===== src/rtl/cfu_pim_pkg.sv =====
// Shared definitions for the PIM CFU command sequencer: op encodings,
// FSM state/phase enums, response actions and function_id field layout.
package cfu_pim_pkg;

    localparam logic [1:0] OP_READ  = 2'b00;
    localparam logic [1:0] OP_WRITE = 2'b01;
    localparam logic [1:0] OP_MAC   = 2'b10;

    // Row address occupies the top ROW_W bits of function_id; op sits in [1:0].
    localparam int unsigned ROW_W  = 8;
    localparam int unsigned OP_W   = 2;

    typedef enum logic [2:0] {
        StIdle,
        StFetch,
        StIssue,
        StWaitRsp,
        StDone
    } state_e;

    typedef enum logic [1:0] {
        PhLoad,
        PhVerify,
        PhMac
    } phase_e;

    // Decision taken when a response is accepted.
    typedef enum logic [2:0] {
        ActNone,
        ActAbort,
        ActFetch,
        ActVerify,
        ActMac,
        ActDone
    } action_e;

endpackage


===== src/rtl/cfu_pim_sequencer.sv =====
// Initiator-side CFU command sequencer: loads a weight stream into PIM rows
// via write commands, then issues MAC commands and returns the last MAC word.
// Optional feature macro: CFU_SEQ_READBACK_EN inserts a read-back verify of
// each written row; without it writes are unchecked and no hold register exists.
module cfu_pim_sequencer
    import cfu_pim_pkg::*;
#(
    parameter int unsigned DWIDTH = 32,
    parameter int unsigned FWIDTH = 10
) (
    input  logic              clk,
    input  logic              reset,
    input  logic              start,
    input  logic [7:0]        num_rows,
    input  logic [5:0]        mac_count,
    input  logic              wdata_valid,
    output logic              wdata_ready,
    input  logic [DWIDTH-1:0] wdata,
    output logic              busy,
    output logic              done,
    output logic              err,
    output logic [DWIDTH-1:0] result,
    output logic              cmd_valid,
    input  logic              cmd_ready,
    output logic [FWIDTH-1:0] cmd_payload_function_id,
    output logic [DWIDTH-1:0] cmd_payload_inputs_0,
    output logic [DWIDTH-1:0] cmd_payload_inputs_1,
    input  logic              rsp_valid,
    output logic              rsp_ready,
    input  logic              rsp_payload_response_ok,
    input  logic [DWIDTH-1:0] rsp_payload_outputs_0
);

    state_e      state_q;
    phase_e      phase_q;
    logic [8:0]  row_q;
    logic [7:0]  num_rows_q;
    logic [5:0]  mac_q;

    logic        rsp_fire;
    logic [8:0]  row_next;
    action_e     after_row;
    action_e     act;
    logic        row_done;
    logic        mac_rsp;

`ifdef CFU_SEQ_READBACK_EN
    // Written word kept for comparison against the read-back response.
    logic [DWIDTH-1:0] hold_q;
    localparam phase_e ROW_END_PHASE = PhVerify;
`else
    localparam phase_e ROW_END_PHASE = PhLoad;
`endif

    assign cmd_payload_inputs_1 = '0;

    function automatic logic [FWIDTH-1:0] make_fid(input logic [7:0] row, input logic [1:0] op);
        logic [FWIDTH-1:0] fid;
        fid = '0;
        fid[FWIDTH-1 -: ROW_W] = row;
        fid[OP_W-1:0] = op;
        return fid;
    endfunction

    // Decide what to do with the response accepted this cycle (if any).
    always_comb begin
        rsp_fire = rsp_ready && rsp_valid &&
                   ((state_q == StWaitRsp) || ((state_q == StIssue) && cmd_ready));
        row_next = row_q + 9'd1;
        if (row_next < {1'b0, num_rows_q}) begin
            after_row = ActFetch;
        end else if (mac_q != 6'd0) begin
            after_row = ActMac;
        end else begin
            after_row = ActDone;
        end

        act = ActNone;
        if (rsp_fire) begin
            if (!rsp_payload_response_ok) begin
                act = ActAbort;
            end else begin
                case (phase_q)
`ifdef CFU_SEQ_READBACK_EN
                    PhLoad:   act = ActVerify;
                    PhVerify: act = (rsp_payload_outputs_0 != hold_q) ? ActAbort : after_row;
`else
                    PhLoad:   act = after_row;
`endif
                    PhMac:    act = (mac_q <= 6'd1) ? ActDone : ActMac;
                    default:  act = ActAbort;
                endcase
            end
        end

        row_done = rsp_fire && rsp_payload_response_ok && (phase_q == ROW_END_PHASE) &&
                   (act != ActAbort);
        mac_rsp  = rsp_fire && rsp_payload_response_ok && (phase_q == PhMac);
    end

    // Sequencer FSM with registered handshake, status and payload outputs.
    always_ff @(posedge clk or posedge reset) begin
        if (reset) begin
            state_q                 <= StIdle;
            phase_q                 <= PhLoad;
            row_q                   <= '0;
            num_rows_q              <= '0;
            mac_q                   <= '0;
            wdata_ready             <= 1'b0;
            busy                    <= 1'b0;
            done                    <= 1'b0;
            err                     <= 1'b0;
            result                  <= '0;
            cmd_valid               <= 1'b0;
            rsp_ready               <= 1'b0;
            cmd_payload_function_id <= '0;
            cmd_payload_inputs_0    <= '0;
`ifdef CFU_SEQ_READBACK_EN
            hold_q                  <= '0;
`endif
        end else begin
            done <= 1'b0;
            case (state_q)
                StIdle: begin
                    if (start) begin
                        num_rows_q <= num_rows;
                        mac_q      <= mac_count;
                        row_q      <= '0;
                        err        <= 1'b0;
                        result     <= '0;
                        busy       <= 1'b1;
                        if (num_rows != 8'd0) begin
                            wdata_ready <= 1'b1;
                            state_q     <= StFetch;
                        end else if (mac_count != 6'd0) begin
                            cmd_payload_function_id <= make_fid(8'd0, OP_MAC);
                            cmd_payload_inputs_0    <= '0;
                            phase_q                 <= PhMac;
                            cmd_valid               <= 1'b1;
                            rsp_ready               <= 1'b1;
                            state_q                 <= StIssue;
                        end else begin
                            busy    <= 1'b0;
                            done    <= 1'b1;
                            state_q <= StDone;
                        end
                    end
                end
                StFetch: begin
                    if (wdata_valid) begin
                        cmd_payload_inputs_0    <= wdata;
`ifdef CFU_SEQ_READBACK_EN
                        hold_q                  <= wdata;
`endif
                        cmd_payload_function_id <= make_fid(row_q[7:0], OP_WRITE);
                        phase_q                 <= PhLoad;
                        wdata_ready             <= 1'b0;
                        cmd_valid               <= 1'b1;
                        rsp_ready               <= 1'b1;
                        state_q                 <= StIssue;
                    end
                end
                StIssue: begin
                    // Same-cycle response is handled by the response block below.
                    if (cmd_ready && !rsp_fire) begin
                        cmd_valid <= 1'b0;
                        state_q   <= StWaitRsp;
                    end
                end
                StWaitRsp: begin
                end
                StDone: begin
                    state_q <= StIdle;
                end
                default: begin
                    state_q <= StIdle;
                end
            endcase

            if (row_done) begin
                row_q <= row_next;
            end
            if (mac_rsp) begin
                result <= rsp_payload_outputs_0;
                mac_q  <= mac_q - 6'd1;
            end

            case (act)
                ActAbort, ActDone: begin
                    if (act == ActAbort) begin
                        err <= 1'b1;
                    end
                    cmd_valid   <= 1'b0;
                    rsp_ready   <= 1'b0;
                    wdata_ready <= 1'b0;
                    busy        <= 1'b0;
                    done        <= 1'b1;
                    state_q     <= StDone;
                end
                ActFetch: begin
                    cmd_valid   <= 1'b0;
                    rsp_ready   <= 1'b0;
                    wdata_ready <= 1'b1;
                    state_q     <= StFetch;
                end
                ActVerify: begin
                    cmd_payload_function_id <= make_fid(row_q[7:0], OP_READ);
                    cmd_payload_inputs_0    <= '0;
                    phase_q                 <= PhVerify;
                    cmd_valid               <= 1'b1;
                    rsp_ready               <= 1'b1;
                    state_q                 <= StIssue;
                end
                ActMac: begin
                    cmd_payload_function_id <= make_fid(8'd0, OP_MAC);
                    cmd_payload_inputs_0    <= '0;
                    phase_q                 <= PhMac;
                    cmd_valid               <= 1'b1;
                    rsp_ready               <= 1'b1;
                    state_q                 <= StIssue;
                end
                default: begin
                end
            endcase
        end
    end

endmodule


===== config.mk =====
export PLATFORM = sky130hd
export DESIGN_NAME = cfu_pim_sequencer
export DESIGN_NICKNAME = d
export VERILOG_FILES = /design/src/rtl/cfu_pim_pkg.sv /design/src/rtl/cfu_pim_sequencer.sv
export SDC_FILE = /design/constraint.sdc
export NUM_CORES = 1
export LEC_CHECK = 0
export BUFFER_PORTS_ARGS = -buffer_cell sky130_fd_sc_hd__buf_2
export CAP_MARGIN = 20
export CORE_AREA = 2 2 108 110
export CTS_BUF_LIST = sky130_fd_sc_hd__clkbuf_8
export DETAILED_ROUTE_END_ITERATION = 16
export DIE_AREA = 0 0 110 112
export GPL_ROUTABILITY_DRIVEN = 0
export PLACE_DENSITY = 0.77
export SETUP_SLACK_MARGIN = 0.2
export SLEW_MARGIN = 20
export SYNTH_ARGS = -nofsm -noshare
export SYNTH_HDL_FRONTEND = slang
export SYNTH_SLANG_ARGS = --single-unit

===== constraint.sdc =====
create_clock -name clk -period 3.6 [get_ports clk]
set_clock_uncertainty 0.2 [all_clocks]
set_input_delay 0.36 -clock clk [delete_from_list [all_inputs] [get_ports clk]]
set_output_delay 0.36 -clock clk [all_outputs]
set_load 0.03 [all_outputs]

==> results of run 1 <==
per-layer routing:
layer  vias up  global-route usage
li1       2096                   -
met1      2127               0.275
met2       207               0.342
met3         8              0.0615
met4         0              0.0582
met5         -                   0
layout make-up:
cell class / instances / area [um^2]
clock inverter: 7 / 61.3
clock buffer: 9 / 124
sequential: 107 / 2680
multi-input combinational: 342 / 2100
fill: 904 / 4590
inverter: 14 / 57.6
tap: 143 / 179
antenna: 1 / 2.50
timing repair buffer: 220 / 1390
synth_stat cells (2+ instances only):
cell,count,share of area
clkbuf_1,12,0.0086
nand2_1,102,0.073
nand4_1,2,0.0024
xnor2_1,4,0.0067
a31oi_1,3,0.0036
buf_8,2,0.0058
nor4_2,2,0.0048
or4_1,3,0.0043
o21ai_1,2,0.0019
nor2b_1,2,0.0024
or3_1,2,0.0024
dfrtp_1,107,0.51
and2_1,5,0.0060
o21ai_0,48,0.046
o211a_1,2,0.0038
clkbuf_8,4,0.011
o31ai_1,2,0.0029
a22oi_1,3,0.0043
o21ai_4,2,0.0062
or2_1,2,0.0024
nand3_1,14,0.013
buf_2,5,0.0048
a21o_1,2,0.0029
nor2_1,15,0.011
nor3_1,4,0.0038
a21oi_1,6,0.0058
buf_6,7,0.015
o211ai_1,5,0.0072
buf_4,34,0.049
xor2_1,2,0.0034
inv_1,14,0.010
ha_1,10,0.024
a32o_1,40,0.077
kinds of logic after synthesis:
kind of cell | after synthesis
AO/OA/AOI/OAI | 128
XOR/XNOR | 6
adder cells (fa/ha/maj) | 10
buffers and inverters | 80
flip-flops | 107
multiplexers | 2
other | 1
AND/OR/NAND/NOR | 164
critical path: cells and delay by family (launching register included):
kind	cells	cell delay, ns
xor+xnor	1	0.14
compound gates	3	0.88
buf+inv	1	0.22
fa+ha+maj	2	0.63
flops	1	0.48
simple gates	3	0.36
where the power goes:
part / internal, mW / switching, mW
registers: 1.68 / 0.338
logic: 0.863 / 1.69
clock network: 0.263 / 0.435
flip-flops by register name, indices dropped and copies added, names as in the netlist, 3 cells and up:
signal / count
cmd_payload_function_id: 10
num_rows_q: 8
row_q: 9
result: 32
mac_q: 6
state_q: 3
cmd_payload_inputs_0: 32
path summary, 6_finish.rpt:
check / from / to / slack [ns] / depth (start not counted)
setup / recovery: row_q[0] / cmd_payload_inputs_0[2] / 0.54 / 10
hold reg to reg: num_rows_q[0] / num_rows_q[0] / 0.29 / 2
max in group asynchronous: reset / cmd_payload_inputs_0[9] / 1.92 / 4
min in group asynchronous: reset / result[19] / 0.48 / 3
setup reg to reg: row_q[0] / cmd_payload_inputs_0[2] / 0.54 / 10
hold / removal: wdata[31] / cmd_payload_inputs_0[31] / 0.01 / 2
stage by stage:
| stage | power [mW] | setup WS, ns | instances | hold slack [ns] |
|---|---|---|---|---|
| floorplan | 3.90 | 0.223 | 529 | 0.246 |
| finish | 5.27 | 0.537 | 843 | 0.0120 |
| detailed placement | 4.50 | 0.460 | 777 | 0.271 |
| global placement | 4.41 | 0.618 | 777 | 0.281 |
| CTS | 5.24 | 0.439 | 839 | 0.000352 |
| global route | 5.62 | 0.273 | 842 | 0.00395 |
timing repair:
action	in CTS	in global routing
setup buffers	0	0
hold buffers	46	1
endpoints found under the hold margin	46	4
endpoints found under the setup margin	0	18
gates resized for setup	0	1
==> impl_metrics.yaml, run 1 <==
status:
  outcome: "complete, no violations"
logic_synthesis:
  synthFlopType: "dfrtp_1"
  synth-seq-cells: 107
  synth_compound_area_frac: 0.189
  syn_inst: 498
  synth-simple-area-share: 0.152
  avgSynthCellArea_um2: 10.5
  synthAdderAreaFrac: 0.0240
  yosys-mux-area-fraction: 0.00408
  syn_area_um2: 5210
  yosysSeqAreaShare: 0.514
  synth_edf_count: 0
  synth_async_sr_flop_share: 1.00
  synthXorXnorAreaFrac: 0.0101
  synth_top_family_by_area: "compound AO/OA/AOI/OAI gates"
  yosysWarnings: 0
  netlist-cell-type-count: 62
routing:
  route.met3.wl_um: 1290
  top_layer_used: "met4"
  num_vias: 4438
  drt.antenna.violating_nets: 0
  wl_per_cell_um: 15.6
  drtPass1Iterations: 7
  route.met2.wl_um: 6270
  drc_errors: 0
  drt-initial-drc-count: 359
  wl_um: 13100
  via_per_inst: 5.26
  met1Wirelength_um: 5470
place:
  place_area_um2: 5880
  io_buffer_count: 164
  place_hpwl_um: 8590
die:
  dieArea_um2: 12300
  die_x_um: 110
  rows: 39
  core_area_um2: 11200
  start_util: 0.466
  io_pins: 197
  fp.dieH_um: 112
critical_path:
  slowest_delay_ns: 0.48
  worstSetupEndpointType: "flop"
  critPathMaxFanout: 44
  crit_path_top_delay_cell: "dfrtp_1"
  crit_type: "flop to flop"
  worstPathRequired_ns: 3.65
  worst_setup_path_start_kind: "flop"
  crit_arrival_ns: 3.11
  crit_top_cell: "ha_1"
  path_cells: "ha_1 > nand2_1 > xnor2_1 > ha_1 > and3_1 > nand3_1 > o21ai_0 > o21ai_4 > buf_6 > a32o_1"
flow_run:
  maxCapViolCount: 0
clocking:
  root_buffer: "clkbuf_8"
  h-tree-depth: 3
  cts_buffers: 9
  clk_latency_ns: 0.37
  clk_pin_slew_ns: 0.11
  cts_tree: "done"
  cts_max_path_buffers: 2
  numClockSinks: 107
timing:
  relSlewSlack: 0.319
  period_minus_slack_ns: 3.06
  slew_violations: 0
  worst-slew-pin-transition_ns: 1.02
  rsz0062_at_grt: "false"
  min_period_over_period: 0.851
  setup_violations: 0
  hold_violations: 0
  fmax_mhz: 326
  setup_tns_ns: 0
cells_and_area:
  nNetsFinal: 789
  syn_to_final_growth_pct: 26.4
  layout_common_cells: "buf_2, dfrtp_1, nand2_1"
  drive_gt1_frac: 0.296
  final_area_um2: 6590
  final_common_cell: "buf_2"
  fin_util: 0.590
global_route:
  grt_max_degree: 92
  grt_overflow: 0
  antenna_found_initial: 1
  grt_pass1_wl_um: 20600
  grt_pass1_vias: 4272
  grt_usage: 0.211
power:
  p_leak_nw: 3.26
  vdd_drop_max_uv: 460
  p_per_area_nw_per_um2: 800
min_path:
  hp-class: "input port to flop"
Power figures use the tool's default switching activity.
==> inputs of run 2 (changes only) <==
Settings changed: ABC_AREA from default to 1, CORE_AREA 2 2 108 110 to 2 2 107 109, DIE_AREA 0 0 110 112 to 0 0 109 111.
==> impl_metrics.yaml, run 2 <==
critical_path:
  cp_num_buf_inv: 2
  crit_type: "flop to flop"
  worst_setup_path_start_kind: "flop"
  crit_arrival_ns: 3.16
  slowest_delay_ns: 0.45
  worstPathRequired_ns: 3.72
  path_cells: "ha_1 > nand3_2 > xor2_1 > inv_1 > ha_1 > nand2_1 > inv_1 > nand2_1 > nand2_1 > nand2_1 > nand2_1 > nand2_1 > nand2_1 > nand3_4 > nand2_2 > nand2_1 > o21ai_2"
  path_delay_family: "simple AND/OR/NAND/NOR gates"
  regToRegSetupSlack_ns: 0.56
  crit_top_cell: "nand2_1"
  ff2ff_path_depth: 17
  critPathMaxFanout: 45
  worstSetupEndpointType: "flop"
  worstReg2RegEnd: "cmd_payload_function_id[1]"
  rr_startpoint: "row_q[0]"
  crit_path_top_delay_cell: "dfrtp_1"
timing:
  min_period_over_period: 0.846
  worst-slew-pin-transition_ns: 0.699
  setup_violations: 0
  fmax_mhz: 328
  slew_violations: 0
  period_minus_slack_ns: 3.04
  layout_setup_ws_ns: 0.555
  relSlewSlack: 0.533
  holdWs_ns: 0.0131
  setup_tns_ns: 0
  hold_violations: 0
  rsz0062_at_grt: "false"
cells_and_area:
  final_area_um2: 6700
  drive_gt1_frac: 0.260
  largestRegisters: "cmd_payload_inputs_0 (32), result (32), cmd_payload_function_id (10)"
  layout_common_cells: "buf_2, nand2_1, dfrtp_1"
  syn_to_final_growth_pct: 31.1
  nNetsFinal: 868
  final_common_cell: "buf_2"
  n_antenna_cell: 0
global_route:
  grt_max_degree: 56
  grt_pass1_wl_um: 21200
  grt_pass1_vias: 4439
  grt_usage: 0.225
  grt_overflow: 0
  antenna_found_initial: 0
logic_synthesis:
  synthFlopType: "dfrtp_1"
  yosysWarnings: 0
  avgSynthCellArea_um2: 9.22
  synth-seq-cells: 107
  netlist-cell-type-count: 37
  synth.area.top_cells: "dfrtp_1, nand2_1, nand3_1"
  synth_most_common_cell: "nand2_1"
  synthTopCellsByCount: "nand2_1, dfrtp_1, nand3_1, inv_1, buf_4"
  synth_async_sr_flop_share: 1.00
  syn_inst: 554
  syn_area_um2: 5110
  synth_largest_area_cell: "dfrtp_1"
  yosysTopAreaCellShare: 0.524
  yosysSeqAreaShare: 0.524
  synth_edf_count: 0
die:
  start_util: 0.461
  rows: 39
  core_area_um2: 11100
  io_pins: 197
  fp.dieH_um: 111
  dieArea_um2: 12100
  die_x_um: 109
clocking:
  clk_latency_ns: 0.38
  cts_setup_buffers: 0
  cts_buffers: 9
  cts_tree: "done"
  h-tree-depth: 3
  ctsHoldBuffers: 62
  cts_max_path_buffers: 2
  numClockSinks: 107
  ctsResizeCount: 0
  root_buffer: "clkbuf_8"
  clk_pin_slew_ns: 0.10
place:
  pre_cts_ws_ns: 0.521
  place_hpwl_um: 8610
  io_buffer_count: 164
  place_area_um2: 5860
min_path:
  min_from: "rsp_payload_outputs_0[19]"
  hp-class: "input port to flop"
  whs_path_depth: 2
  whs_endpoint: "result[19]"
flow_run:
  maxCapViolCount: 0
status:
  outcome: "complete, no violations"
power:
  p_per_area_nw_per_um2: 819
  finalPower_mw: 5.48
  p_leak_nw: 3.84
  vdd_drop_max_uv: 659
routing:
  wl_per_cell_um: 14.4
  drtPass1Iterations: 5
  num_vias: 4555
  drc_errors: 0
  wl_um: 13300
  drt.antenna.violating_nets: 0
  drt-initial-drc-count: 192
  via_per_inst: 4.95
[run 2: cell count changes after synthesis, moves of 8 or more]
cell      delta
nand3_1     +46
a32o_1      -40
inv_1       +39
a22o_1      +31
nand2_1     +31
o21ai_0     -23
clkbuf_1     -9
nor2_1       +8
[run 2: layout make-up]
cell class / count / area, um^2
Clock buffer: 9 / 124
Timing Repair Buffer: 231 / 1480
Inverter: 58 / 220
Tap cell: 143 / 179
Multi-Input combinational cell: 366 / 1930
Sequential cell: 107 / 2680
Fill cell: 904 / 4380
Clock inverter: 7 / 85.1
[run 2: report_power, final]
group	leakage, nW	total, mW	switching, mW	internal (mW)
Sequential	1.43	2.01	0.322	1.69
Clock	0.117	0.793	0.407	0.386
Combinational	2.30	2.68	1.85	0.831
[run 2: logic make-up after synthesis]
group / count (synthesis) / share of synthesized area
simple gates: 239 / 0.213
buf+inv: 112 / 0.121
flops: 107 / 0.524
compound gates: 80 / 0.108
fa+ha+maj: 10 / 0.0245
xor+xnor: 4 / 0.00686
other cells: 1 / 0.000734
mux: 1 / 0.00196
[run 2: stage by stage]
step                       util  instances
after detailed placement  0.529        842
after global placement    0.529        842
final                     0.604        921
after CTS                 0.604        920
after floorplan               -        585
after global routing      0.604        921
[run 2: layer usage]
layer / GRT usage / wire length [um]
met2: 0.381 / 6590
met1: 0.271 / 5470
met4: 0.0880 / 311
met5: 0 / 0
met3: 0.0582 / 889
[run 2: worst max-delay path by stage]
stage | startpoint | to | slack [ns] | cells past startpoint
finish | row_q[0] | cmd_payload_function_id[1] | 0.56 | 17
global route | row_q[0] | cmd_payload_function_id[1] | 0.26 | 16
global placement | row_q[0] | cmd_payload_function_id[1] | 0.62 | 17
detailed placement | row_q[0] | cmd_payload_function_id[1] | 0.52 | 17
floorplan | reset | busy | 0.22 | 1
CTS | row_q[0] | cmd_payload_function_id[1] | 0.52 | 17
